$ cat config.mk
export PLATFORM = sky130hd
export DESIGN_NAME = mac_sequencer
export DESIGN_NICKNAME = d
export VERILOG_FILES = /design/src/rtl/mac_sequencer.sv
export SDC_FILE = /design/constraint.sdc
export NUM_CORES = 1
export LEC_CHECK = 0
export BUFFER_PORTS_ARGS = -buffer_cell sky130_fd_sc_hd__clkbuf_2
export CAP_MARGIN = 20
export CORE_ASPECT_RATIO = 1.5
export CORE_MARGIN = 10
export CORE_UTILIZATION = 57
export CTS_BUF_LIST = sky130_fd_sc_hd__clkbuf_16
export DETAILED_ROUTE_END_ITERATION = 16
export GPL_TIMING_DRIVEN = 0
export PLACE_DENSITY_LB_ADDON = 0.08
export SYNTH_ARGS = -nofsm -noshare
export SYNTH_HDL_FRONTEND = slang
export SYNTH_SLANG_ARGS = --single-unit
export TNS_END_PERCENT = 20
$ cat constraint.sdc
create_clock -name clk -period 9.9 [get_ports clk]
set_input_delay 2.97 -clock clk [delete_from_list [all_inputs] [get_ports clk]]
set_output_delay 2.97 -clock clk [all_outputs]
set_load 0.05 [all_outputs]
$ cat src/rtl/mac_sequencer.sv
// Sequential 4x4 dot-product engine: snapshots a 4-element weight vector and a 16-element data
// vector, then emits four results over a valid/ready port. Define MAC_SEQ_SIGNED_EN for signed math.
module mac_sequencer #(
  parameter int DW = 8
) (
  input  logic              clk,
  input  logic              rst,
  input  logic              start,
  input  logic [4*DW-1:0]   weights,
  input  logic [16*DW-1:0]  data,
  output logic              busy,
  output logic              res_valid,
  input  logic              res_ready,
  output logic [2*DW+1:0]   res_data,
  output logic [1:0]        res_idx,
  output logic              done
);

  typedef enum logic [1:0] {
    IDLE = 2'd0,
    MAC  = 2'd1,
    OUT  = 2'd2,
    DONE = 2'd3
  } state_t;

  state_t              state, state_n;
  logic [4*DW-1:0]     w_q;
  logic [16*DW-1:0]    d_q;
  logic [2*DW+1:0]     acc;
  logic [1:0]          i_q;
  logic [1:0]          j_q;

  logic [3:0]          k;
  logic [DW-1:0]       d_sel;
  logic [DW-1:0]       w_sel;
  logic [2*DW-1:0]     prod;
  logic [2*DW+1:0]     prod_ext;

  assign k     = {j_q, i_q};
  assign d_sel = d_q[DW*k +: DW];
  assign w_sel = w_q[DW*i_q +: DW];

  // Operands are widened to 2*DW before multiplying so the low 2*DW bits are the exact product
  // for either signedness; only the final extension differs.
`ifdef MAC_SEQ_SIGNED_EN
  assign prod     = {{DW{d_sel[DW-1]}}, d_sel} * {{DW{w_sel[DW-1]}}, w_sel};
  assign prod_ext = {{2{prod[2*DW-1]}}, prod};
`else
  assign prod     = {{DW{1'b0}}, d_sel} * {{DW{1'b0}}, w_sel};
  assign prod_ext = {2'b00, prod};
`endif

  // NOTE: sequential state uses non-blocking (<=) so every register samples pre-edge values.
  always_ff @(posedge clk or posedge rst) begin
    if (rst) begin
      state <= IDLE;
    end else begin
      state <= state_n;
    end
  end

  // NOTE: default assignment first keeps this block purely combinational (no latch inferred).
  always_comb begin
    state_n = state;
    case (state)
      IDLE: if (start) state_n = MAC;
      MAC:  if (i_q == 2'd3) state_n = OUT;
      OUT:  if (res_ready) state_n = (j_q == 2'd3) ? DONE : MAC;
      DONE: state_n = IDLE;
      default: state_n = IDLE;
    endcase
  end

  // NOTE: the operand snapshots are plain registers, so they are cleared by reset like the rest.
  always_ff @(posedge clk or posedge rst) begin
    if (rst) begin
      w_q <= '0;
      d_q <= '0;
      acc <= '0;
      i_q <= '0;
      j_q <= '0;
    end else begin
      case (state)
        IDLE: begin
          if (start) begin
            w_q <= weights;
            d_q <= data;
            acc <= '0;
            i_q <= '0;
            j_q <= '0;
          end
        end
        MAC: begin
          acc <= acc + prod_ext;
          i_q <= i_q + 2'd1;
        end
        OUT: begin
          // The last result stays on res_data; a new start clears it anyway.
          if (res_ready && j_q != 2'd3) begin
            acc <= '0;
            i_q <= '0;
            j_q <= j_q + 2'd1;
          end
        end
        default: ;
      endcase
    end
  end

  assign busy      = (state != IDLE);
  assign res_valid = (state == OUT);
  assign done      = (state == DONE);
  assign res_data  = acc;
  assign res_idx   = j_q;

endmodule

### Word-level counts from Yosys, hierarchy flattened

Cells that the tools add are included.

* $add $sub $neg: 3
* $mul: 1
* divide/modulo/power cells: 0
* magnitude comparators: 0
* equality and inequality tests: 10
* shift-type cells: 2
* muxes and demuxes: 13
* bitwise operators: 0
* reductions and logical operators: 9

Operators by type and width (number)
* 128-bit by 8-bit indexed part select with 8-bit output: 1
* 18-bit case mux with 3 select lines: 1
* 18-bit 2-to-1 mux: 2
* 32-bit by 6-bit indexed part select with 8-bit output: 1
* 18-bit by 16-bit adder with 18-bit output: 1
* 8-bit by 8-bit multiplier with 16-bit output: 1
* 2-bit 2-to-1 mux: 7
* 3-bit AND reduction: 3
* 2-bit equality test (second input constant): 4
* 2-bit case mux with 4 select lines: 1
* 2-bit inequality test (second input constant): 3
* 2-bit case mux with 3 select lines: 1
* 2-bit by 1-bit adder with 2-bit output (second input constant): 2
* 2-bit by 1-bit inequality test with 1-bit output (second input constant): 2
* 2-bit case mux with 2 select lines: 1
* 2-bit nonzero test: 2
* 3-bit nonzero test: 1
* 2-bit by 1-bit equality test with 1-bit output (second input constant): 1
* 2-bit zero test: 1
* 2-bit AND reduction: 1
* 1-bit logical AND: 1

* register bits after elaboration: 184
* latch bits: 0
* memory bits (writable): 0
* bits in read-only memories: 0
* bits of input ports: 164
* output and inout bits: 23
* word-level logic and storage cells: 44
* memories: 0

### Longest topological paths before layout

Gate-level depths: netlist (run 1).

* depth in word-level cells: 4
* depth in mapped cells: 21
* mapped depth without buffers: 19

### Worst setup path after synthesis (run 1)

Ideal clock, no wire load.

* path type: register -> register
* start point: register j_q[0], in the netlist res_idx[0]
* end point: register acc[17], in the netlist res_data[17]
* library setup time: 0.087 ns
* arrival: 5.955 ns
* data required time: 9.813 ns
* setup slack: 3.858 ns
* cell stages (with the launch flop): 21
* path buffers: 2
* clock period less this slack: 6.042 ns
* cells stage by stage: dfrtp_1 buf_2 buf_1 mux4_2 mux4_2 and2_1 fa_1 inv_1 fa_1 inv_1 fa_1 inv_1 fa_1 inv_1 ha_1 a21o_1 a21oi_1 a211oi_1 or3_1 and2_0 o211ai_1

* cells in the longest elaborated chain, start to end: 4
* elaborated cells on any way between the ends: 8
* classes of those cells: 1 x add/sub; 1 x mul; 2 x eq/ne; 1 x shift; 1 x mux; 2 x reduce/logical

RTL lines
* start, declared: RTL line 31 `logic [1:0] j_q;`
* start signal, assigned: RTL line 102 `j_q <= j_q + 2'd1;`
* 128-bit by 8-bit indexed part select with 8-bit output / 2-bit inequality test (equally long branches): RTL line 40, 99
* 8-bit by 8-bit multiplier with 16-bit output / 1-bit logical AND (equally long branches): RTL line 49, 99
* 18-bit by 16-bit adder with 18-bit output / 2-bit by 1-bit inequality test with 1-bit output (equally long branches)
* 18-bit case mux with 3 select lines / 3-bit AND reduction (equally long branches)
* end signal, assigned: RTL line 94 `acc <= acc + prod_ext;`
* end, declared: RTL line 29 `logic [2*DW+1:0] acc;`

Parallel ways exist; a longest one is shown, timed or not.
A chain may end at the register's enable or synchronous reset.

### Final worst setup path (run 1)

Ends and elaborated chain as after synthesis.

==> out/qor.txt, run 1 <==
Status = completed
First-pass GRT wire length = 42730 um
Fin. max-slew vios = 0
Async set-reset flop share out of synthesis = 100.0%
Top FF cell, synth = dfrtp_1
Critical Path Most Common Cell = fa_1
Most common cell after layout, fill and taps aside = clkbuf_2
Fin crit share = 66.39%
CTS tree = done
Port Buf Inserts = 186
Via count = 6969
Overall Global Routing Usage = 22.15%
Commonest non-fill, non-tap cells in the layout = clkbuf_2, dfrtp_1, mux2_2, inv_1, fa_1
Initial antenna violation count = 3
Final HPWL DP = 21340 um
Hold_buf cts = 0
Yosys top cell by area = dfrtp_1
Mean Syn Cell Area = 13.24 um^2
I/O pin count = 187
Distinct cells, synth = 42
Critical path arrival = 6.93 ns
Avg Vias per Cell = 5.453
Crit. End Element = flip-flop
Hold slack final = 0.5033 ns
Fin util = 67.78%
Routed length on met1 = 9422 um
Critical path startpoint category = flip-flop
Antenna-violating nets left = 0
Clk_lat worst skew = 0.44 ns
Yosys top cell area share = 43.14%
Max_cap viols = 0
Die Footprint = 0.02471 mm^2
Clk sinks = 184
CTS root buffer = clkbuf_16
Largest net degree at the start of global routing = 125
Layout cells sized above 1 = 43.90%
Post-detailed-route wirelength per cell = 20.57 um
CP Class = flip-flop to flip-flop
Syn nets = 1062
Yosys warns = 0
Core footprint = 0.01847 mm^2
Clock Skew = 0.004938 ns
CP max stage delay = 0.62 ns
Initial core utilization = 57.78%
Post-route minimum period = 6.573 ns
Synthesized cell area = 0.01067 mm^2
RSZ-0062 raised after global routing = no
Final setup margin = 3.327 ns
Number of buffers and inverters on the critical path = 4
Routed met2 length = 14870 um
Fin. Hold Viols = 0
Fin nets = 1268
Synth top area cells = dfrtp_1, mux2_2, mux4_2
Worst min path class = flip-flop to flip-flop
Highest Clock Rate = 152.1 MHz
Clock transition at path regs = 0.07 ns
PostCTS Resize Cnt = 0
CP required = 10.26 ns
Iteration-0 DRC Markers = 351
Register area share after synthesis = 43.14%
DP Worst Slack = 3.299 ns
Die height = 187.6 um
DRC Markers = 0
Site Rows = 61
Critical-path cell list = buf_2 -> buf_1 -> mux4_2 -> mux4_2 -> and2_1 -> fa_1 -> fa_1 -> fa_1 -> inv_1 -> fa_1 -> inv_1 -> ha_1 -> a21oi_1 -> o21ai_0 -> a221o_1 -> or3_1 -> and2_0 -> o211ai_1
Max Used Layer = met5
Synth Register Bits = 184
Critical-path top delay cell = mux4_2
WL final = 26280 um
Max_slew headroom = 49.39%
Gr ovfl total = 0
CTS Buf Count = 17
Layout area overhead = 17.29%
Filler cells = 1471
Metal3 WL = 1395 um
Setup Buffers After CTS = 0
Top Family by Delay on Critical Path = adder cells
Final setup violation count = 0
Die width = 131.7 um
Drt first pass iters = 4
Post-synth EDFFs = 0
Worst-margin pin slew = 0.7591 ns
Gpl congestion = 0.8285
CP max FO = 10
Cells after Synth = 806
Vias in the first global route = 8039
Max clock buf depth = 2
H-tree depth = 4
==> stage by stage <==
step           TNS, ns  instances  cell area (um^2)
3_5_place_dp         0       1245             11950
5_1_grt              0       1278             12520
2_1_floorplan        0        806             10670
3_3_place_gp    -49.34       1244             11920
6_report             0       1278             12520
4_1_cts              0       1277             12520
==> registers in the layout, summed over array words and instances (netlist names) <==
signal and flops:
d_q 128, i_q 2, res_data 18, res_idx 2, state 2, w_q 32
==> cells by family (layout without fill, tap and decap cells) <==
| kind of cell | after synthesis | count (layout) | synth area share [%] |
|---|---|---|---|
| simple gates | 114 | 114 | 5.440 |
| buf+inv | 136 | 355 | 5.334 |
| mux | 210 | 210 | 27.28 |
| fa+ha+maj | 92 | 92 | 14.30 |
| other cells | 0 | 1 | 0 |
| compound gates | 58 | 58 | 3.517 |
| flops | 184 | 184 | 43.14 |
| xor+xnor | 12 | 12 | 0.9848 |
==> path summary, 6_finish.rpt <==
| check | start | endpoint | slack (ns) | cells past startpoint |
|---|---|---|---|---|
| worst max register to register | res_idx[0] | res_data[17] | 3.33 | 18 |
| worst max-delay path | res_idx[0] | res_data[17] | 3.33 | 18 |
| worst min register to register | d_q[24] | d_q[24] | 0.50 | 1 |
| max in group asynchronous | rst | d_q[20] | 6.39 | 3 |
| min in group asynchronous | rst | d_q[119] | 2.54 | 2 |
| worst min-delay path | d_q[24] | d_q[24] | 0.50 | 1 |
==> synth_stat cells, drive strengths merged, types with 2 or more instances <==
| cell type | instances |
|---|---|
| a21o | 3 |
| a21oi | 12 |
| a221o | 2 |
| a22o | 9 |
| and2 | 45 |
| and3 | 2 |
| buf | 26 |
| clkbuf | 10 |
| dfrtp | 184 |
| fa | 50 |
| ha | 42 |
| inv | 100 |
| mux2 | 161 |
| mux4 | 48 |
| nand2 | 47 |
| nand2b | 4 |
| nand3 | 4 |
| nand4 | 2 |
| nor2 | 5 |
| nor2b | 3 |
| o21ai | 21 |
| o21bai | 2 |
| xnor2 | 5 |
| xor2 | 7 |
==> cell type report <==
cell class / instances / area [um^2] / area share [%]
multi-input cells: 486 / 5499 / 43.93
repair buffers: 187 / 958.4 / 7.656
diodes: 1 / 2.502 / 0.01999
well taps: 252 / 315.3 / 2.519
clock buffers: 17 / 425.4 / 3.398
flip-flops and latches: 184 / 4604 / 36.78
clock inverters: 15 / 136.4 / 1.089
plain buffers: 36 / 193.9 / 1.549
inverters: 100 / 382.9 / 3.058
==> metal layers <==
metal,global-route usage (%),vias to the layer above
met5,0,-
met4,7.983,4
met3,6.314,41
met2,41.38,156
met1,22.92,3584
li1,-,3184
==> worst register-to-register path, delay by kind of cell, from the launching register on <==
kind                       cells  cell delay [ns]
AOI/OAI and AO/OA              4             0.97
adders and majority gates      5             2.33
buffers and inverters          4             0.97
DFF                            1             0.41
muxes                          2             1.09
and+or+nand+nor                3             0.73
Power of run 1 is not shown: default switching activity piles up to over one toggle a cycle in this logic, so the estimate is an artifact.
==> run 2: changes to the inputs <==
--- a/config.mk
+++ b/config.mk
@@ -9,7 +9,7 @@
 export CAP_MARGIN = 20
 export CORE_ASPECT_RATIO = 1.5
 export CORE_MARGIN = 10
-export CORE_UTILIZATION = 57
+export CORE_UTILIZATION = 51
 export CTS_BUF_LIST = sky130_fd_sc_hd__clkbuf_16
 export DETAILED_ROUTE_END_ITERATION = 16
 export GPL_TIMING_DRIVEN = 0
==> constraint.sdc (replaced) <==
create_clock -name clk -period 5.6 [get_ports clk]
set_input_delay 1.68 -clock clk [delete_from_list [all_inputs] [get_ports clk]]
set_output_delay 1.68 -clock clk [all_outputs]
set_load 0.05 [all_outputs]
==> out/qor.txt, run 2 (same netlist as run 1, synthesis figures left out) <==
Die height = 197.2 um
Initial core utilization = 52.06%
Critical path startpoint category = flip-flop
Fin nets = 1302
I/O pin count = 187
Grt met3 use = 5.991%
Die Footprint = 0.02723 mm^2
Site Rows = 64
Critical path arrival = 6.04 ns
Port Buf Inserts = 186
Most used routing layer in global routing = met2
Post-route minimum period = 5.683 ns
Gr ovfl total = 0
FF-to-FF setup slack = -0.08 ns
Critical-path cell list = buf_8 -> buf_12 -> buf_16 -> buf_4 -> mux4_2 -> mux4_2 -> and2_4 -> fa_1 -> fa_2 -> fa_1 -> inv_1 -> fa_1 -> inv_2 -> ha_4 -> a21oi_4 -> o21ai_4 -> a221o_1 -> or3_1 -> and2_0 -> o211ai_1
Final HPWL DP = 22240 um
Via count = 7175
CTS Buf Count = 17
Clk_lat worst skew = 0.44 ns
CP required = 5.96 ns
DP Worst Slack = -1.053 ns
Fin. Hold Viols = 0
Max_cap viols = 0
M2 GR Usage = 38.92%
Violated checks = negative setup slack
CP max stage delay = 0.55 ns
Layout area overhead = 24.56%
First-pass GRT wire length = 44890 um
CP Class = flip-flop to flip-flop
Max clock buf depth = 2
Largest register by flop count = d_q
Status = complete, but fails checks
Clk sinks = 184
RSZ-0062 raised after global routing = yes
Clock transition at path regs = 0.07 ns
Gpl congestion = 0.8586
Antenna-violating nets left = 0
Die width = 138.1 um
Final setup violation count = 3
Layout cells sized above 1 = 50.90%
Critical-path top delay cell = fa_1
Critical Path Most Common Cell = fa_1
Worst min path class = flip-flop to flip-flop
Overall Global Routing Usage = 21.10%
Core footprint = 0.02050 mm^2
DRC Markers = 0
Highest Clock Rate = 176.0 MHz
Initial antenna violation count = 2
GR Layer Usage met1 = 22.26%
Post-detailed-route wirelength per cell = 21.46 um
Most common cell after layout, fill and taps aside = clkbuf_2
CP max FO = 6
H-tree depth = 4
Crit. End Element = flip-flop
Placed cell count = 1261
Drt first pass iters = 4
Avg Vias per Cell = 5.419
Largest net degree at the start of global routing = 42
Commonest non-fill, non-tap cells in the layout = clkbuf_2, dfrtp_1, mux2_2, inv_1, mux4_2
Cell Count, Final, Fillers Out = 1324
Fin crit share = 101.5%
Max_slew headroom = 49.55%
Worst-margin pin slew = 0.7568 ns
Clock Skew = 0.006628 ns
Vias in the first global route = 8218
CTS root buffer = clkbuf_16
Iteration-0 DRC Markers = 294
Fin. max-slew vios = 0
CTS tree = done
WL final = 28410 um
Final setup margin = -0.08336 ns
Max reg flops = 128
==> run 2: cell count changes in the layout (fill, tap and decap cells not counted), sizes merged <==
| cell | previous run | this run |
|---|---|---|
| clkbuf | 213 | 212 |
| buf | 27 | 62 |
| clkinv | 8 | 7 |
| inv | 104 | 103 |
| clkinvlp | 1 | 2 |
| bufinv | 2 | 3 |
==> run 2: critical path, delay by kind of cell (launching register included) <==
family	cells	cell delay (ns)
fa+ha+maj	5	2.15
buf+inv	6	0.61
compound gates	4	0.74
simple gates	3	0.68
mux	2	1.04
flops	1	0.39
==> run 2: per-layer routing <==
layer,routed length (um),share of wire [%]
met1,10090,36
met2,15850,56
met3,1550,5.5
met4,891,3.1
met5,22,0.077
==> run 2: layout make-up <==
cell class	instances	area [um^2]
buffer	35	254.0
sequential	184	4604
timing repair buffer	222	1368
tap	264	330.3
clock inverter	15	175.2
clock buffer	17	425.4
antenna	1	2.502
fill	1637	7206
multi-input combinational	486	5756
inverter	100	379.1
==> run 2: final timing paths <==
path                          from           end  depth (start not counted)
min in group asynchronous      rst       d_q[90]                          2
hold reg to reg            d_q[24]       d_q[24]                          1
hold / removal             d_q[24]       d_q[24]                          1
setup reg to reg            i_q[0]  res_data[17]                         20
setup / recovery            i_q[0]  res_data[17]                         20
max in group asynchronous      rst       d_q[30]                          5
==> run 2: metrics by stage <==
step / util (%) / hold WS [ns] / TNS (ns) / cell area, um^2
final: 64.85 / 0.4990 / -0.1206 / 13290
after global routing: 64.84 / 0.5148 / -1.066 / 13290
after CTS: 64.27 / 0.5022 / -0.2609 / 13180
after detailed placement: 58.76 / 0.4873 / -6.929 / 12050
after global placement: 58.23 / 0.4819 / -6.838 / 11940
after floorplan: - / 0.4720 / -1.751 / 10680
==> run 2: repair_timing <==
| item | in CTS | in global routing |
|---|---|---|
| buffers inserted | 25 | 4 |
| gates resized for setup | 60 | 29 |
| pin swaps | 22 | 23 |
| endpoints found under the setup margin | 11 | 8 |
| hold endpoints to repair | 0 | 0 |
| hold buffers | 0 | 0 |
| cloned | 2 | 0 |
Power of run 2 is left out for the same reason.
==> run 3: changes to the inputs <==
--- a/config.mk
+++ b/config.mk
@@ -7,9 +7,8 @@
 export LEC_CHECK = 0
 export BUFFER_PORTS_ARGS = -buffer_cell sky130_fd_sc_hd__clkbuf_2
 export CAP_MARGIN = 20
-export CORE_ASPECT_RATIO = 1.5
 export CORE_MARGIN = 10
-export CORE_UTILIZATION = 51
+export CORE_UTILIZATION = 57
 export CTS_BUF_LIST = sky130_fd_sc_hd__clkbuf_16
 export DETAILED_ROUTE_END_ITERATION = 16
 export GPL_TIMING_DRIVEN = 0
==> constraint.sdc (replaced) <==
create_clock -name clk -period 5.4 [get_ports clk]
set_input_delay 1.62 -clock clk [delete_from_list [all_inputs] [get_ports clk]]
set_output_delay 1.62 -clock clk [all_outputs]
set_load 0.05 [all_outputs]
==> out/qor.txt, run 3 (same netlist as run 1, synthesis figures left out) <==
Clock transition at path regs = 0.08 ns
Post-detailed-route wirelength per cell = 21.22 um
Filler cells = 1281
Final setup margin = -0.3205 ns
Cell Count, Final, Fillers Out = 1288
Largest register by flop count = d_q
Grt met3 use = 6.689%
Fin. Hold Viols = 0
DRC Markers = 0
Fin nets = 1300
Max_cap viols = 0
Core footprint = 0.01821 mm^2
Avg Vias per Cell = 5.560
First-pass GRT wire length = 42780 um
Largest net degree at the start of global routing = 42
Fin crit share = 105.9%
CTS root buffer = clkbuf_16
Gr ovfl total = 0
CTS tree = done
Placed cell area = 0.01199 mm^2
Layout cells sized above 1 = 50.99%
Multi-input gate area = 0.005767 mm^2
Final HPWL DP = 21010 um
Iteration-0 DRC Markers = 336
Max reg flops = 128
Status = complete, but fails checks
Worst-margin pin slew = 0.6913 ns
Gpl congestion = 0.8630
Final setup violation count = 8
Die width = 156.8 um
Vias in the first global route = 7923
Highest Clock Rate = 174.8 MHz
Layout area overhead = 23.94%
Hold_buf cts = 0
M2 GR Usage = 39.48%
CP Class = flip-flop to flip-flop
RSZ-0062 raised after global routing = yes
Commonest non-fill, non-tap cells in the layout = clkbuf_2, dfrtp_1, mux2_2, inv_1, mux4_2
Max_slew headroom = 53.91%
Critical path arrival = 6.08 ns
CP max FO = 7
WL final = 27330 um
Via count = 7161
Antenna-violating nets left = 0
Port Buf Inserts = 186
Max clock buf depth = 2
CTS Buf Count = 17
CP required = 5.76 ns
GR Layer Usage met1 = 26.69%
Crit. End Element = flip-flop
Post-route minimum period = 5.720 ns
Clk sinks = 184
Hold path cells = 1
Seq. cell area = 0.004604 mm^2
Drt first pass iters = 4
Initial antenna violation count = 7
Final instance area = 0.01323 mm^2
Violated checks = negative setup slack
Placed cell count = 1226
Clock Skew = 0.01080 ns
Initial core utilization = 58.61%
Die height = 156.8 um
Worst R2R Path Depth = 20
H-tree depth = 4
Most used routing layer in global routing = met2
Critical path startpoint category = flip-flop
Clk_lat worst skew = 0.44 ns
Die Footprint = 0.02460 mm^2
Most common cell after layout, fill and taps aside = clkbuf_2
Overall Global Routing Usage = 22.74%
Site Rows = 49
I/O pin count = 187
Worst min path class = flip-flop to flip-flop
Fin. max-slew vios = 0
==> run 3: worst max-delay path, stage by stage (launching register included) <==
cell      delay [ns]
dfrtp_1         0.38
buf_6           0.18
buf_12          0.12
buf_16          0.10
mux4_2          0.47
mux4_2          0.54
buf_4           0.18
and2_1          0.18
fa_1            0.52
fa_2            0.54
inv_1           0.05
fa_2            0.34
fa_2            0.53
inv_1           0.06
ha_4            0.26
a21oi_4         0.14
o21ai_2         0.10
a221o_1         0.33
or3_4           0.33
and2_0          0.14
o211ai_1        0.15
==> run 3: cell type report <==
class                           instances  area share, %
Antenna cell                            2        0.03784
Tap cell                              229          2.166
Timing Repair Buffer                  220          10.36
Multi-Input combinational cell        486          43.60
Clock inverter                         15          1.182
Sequential cell                       184          34.81
Clock buffer                           17          3.216
Inverter                              100          2.866
Buffer                                 35          1.769
==> run 3: worst paths after layout <==
path	start	end	slack, ns
worst max-delay path	i_q[0]	res_data[17]	-0.32
worst min-delay path	w_q[17]	w_q[17]	0.50
worst max register to register	i_q[0]	res_data[17]	-0.32
worst min register to register	w_q[17]	w_q[17]	0.50
max in group asynchronous	rst	d_q[74]	3.06
min in group asynchronous	rst	state[1]	1.24
==> run 3: through the flow <==
stage | setup WS (ns) | setup TNS, ns | utilization, % | hold WS (ns)
floorplan | -0.6417 | -3.616 | - | 0.4720
global placement | -1.001 | -7.623 | 65.32 | 0.4820
detailed placement | -1.120 | -8.436 | 65.87 | 0.4911
CTS | -0.2558 | -1.097 | 72.34 | 0.5079
global route | -0.5002 | -3.031 | 72.62 | 0.5201
finish | -0.3205 | -1.167 | 72.64 | 0.5035
==> run 3: layer usage <==
layer	routed length, um	part of all wire [%]
met4	580	2.1
met2	14390	53
met1	10480	38
met5	37	0.14
met3	1836	6.7
==> run 3: timing repair <==
action                                  in CTS  in global routing
resized for setup                           73                 13
gates cloned                                 2                  0
endpoints found under the setup margin      12                 10
pin swaps                                   29                  8
setup buffers                               26                  1
Power of run 3 is left out for the same reason.
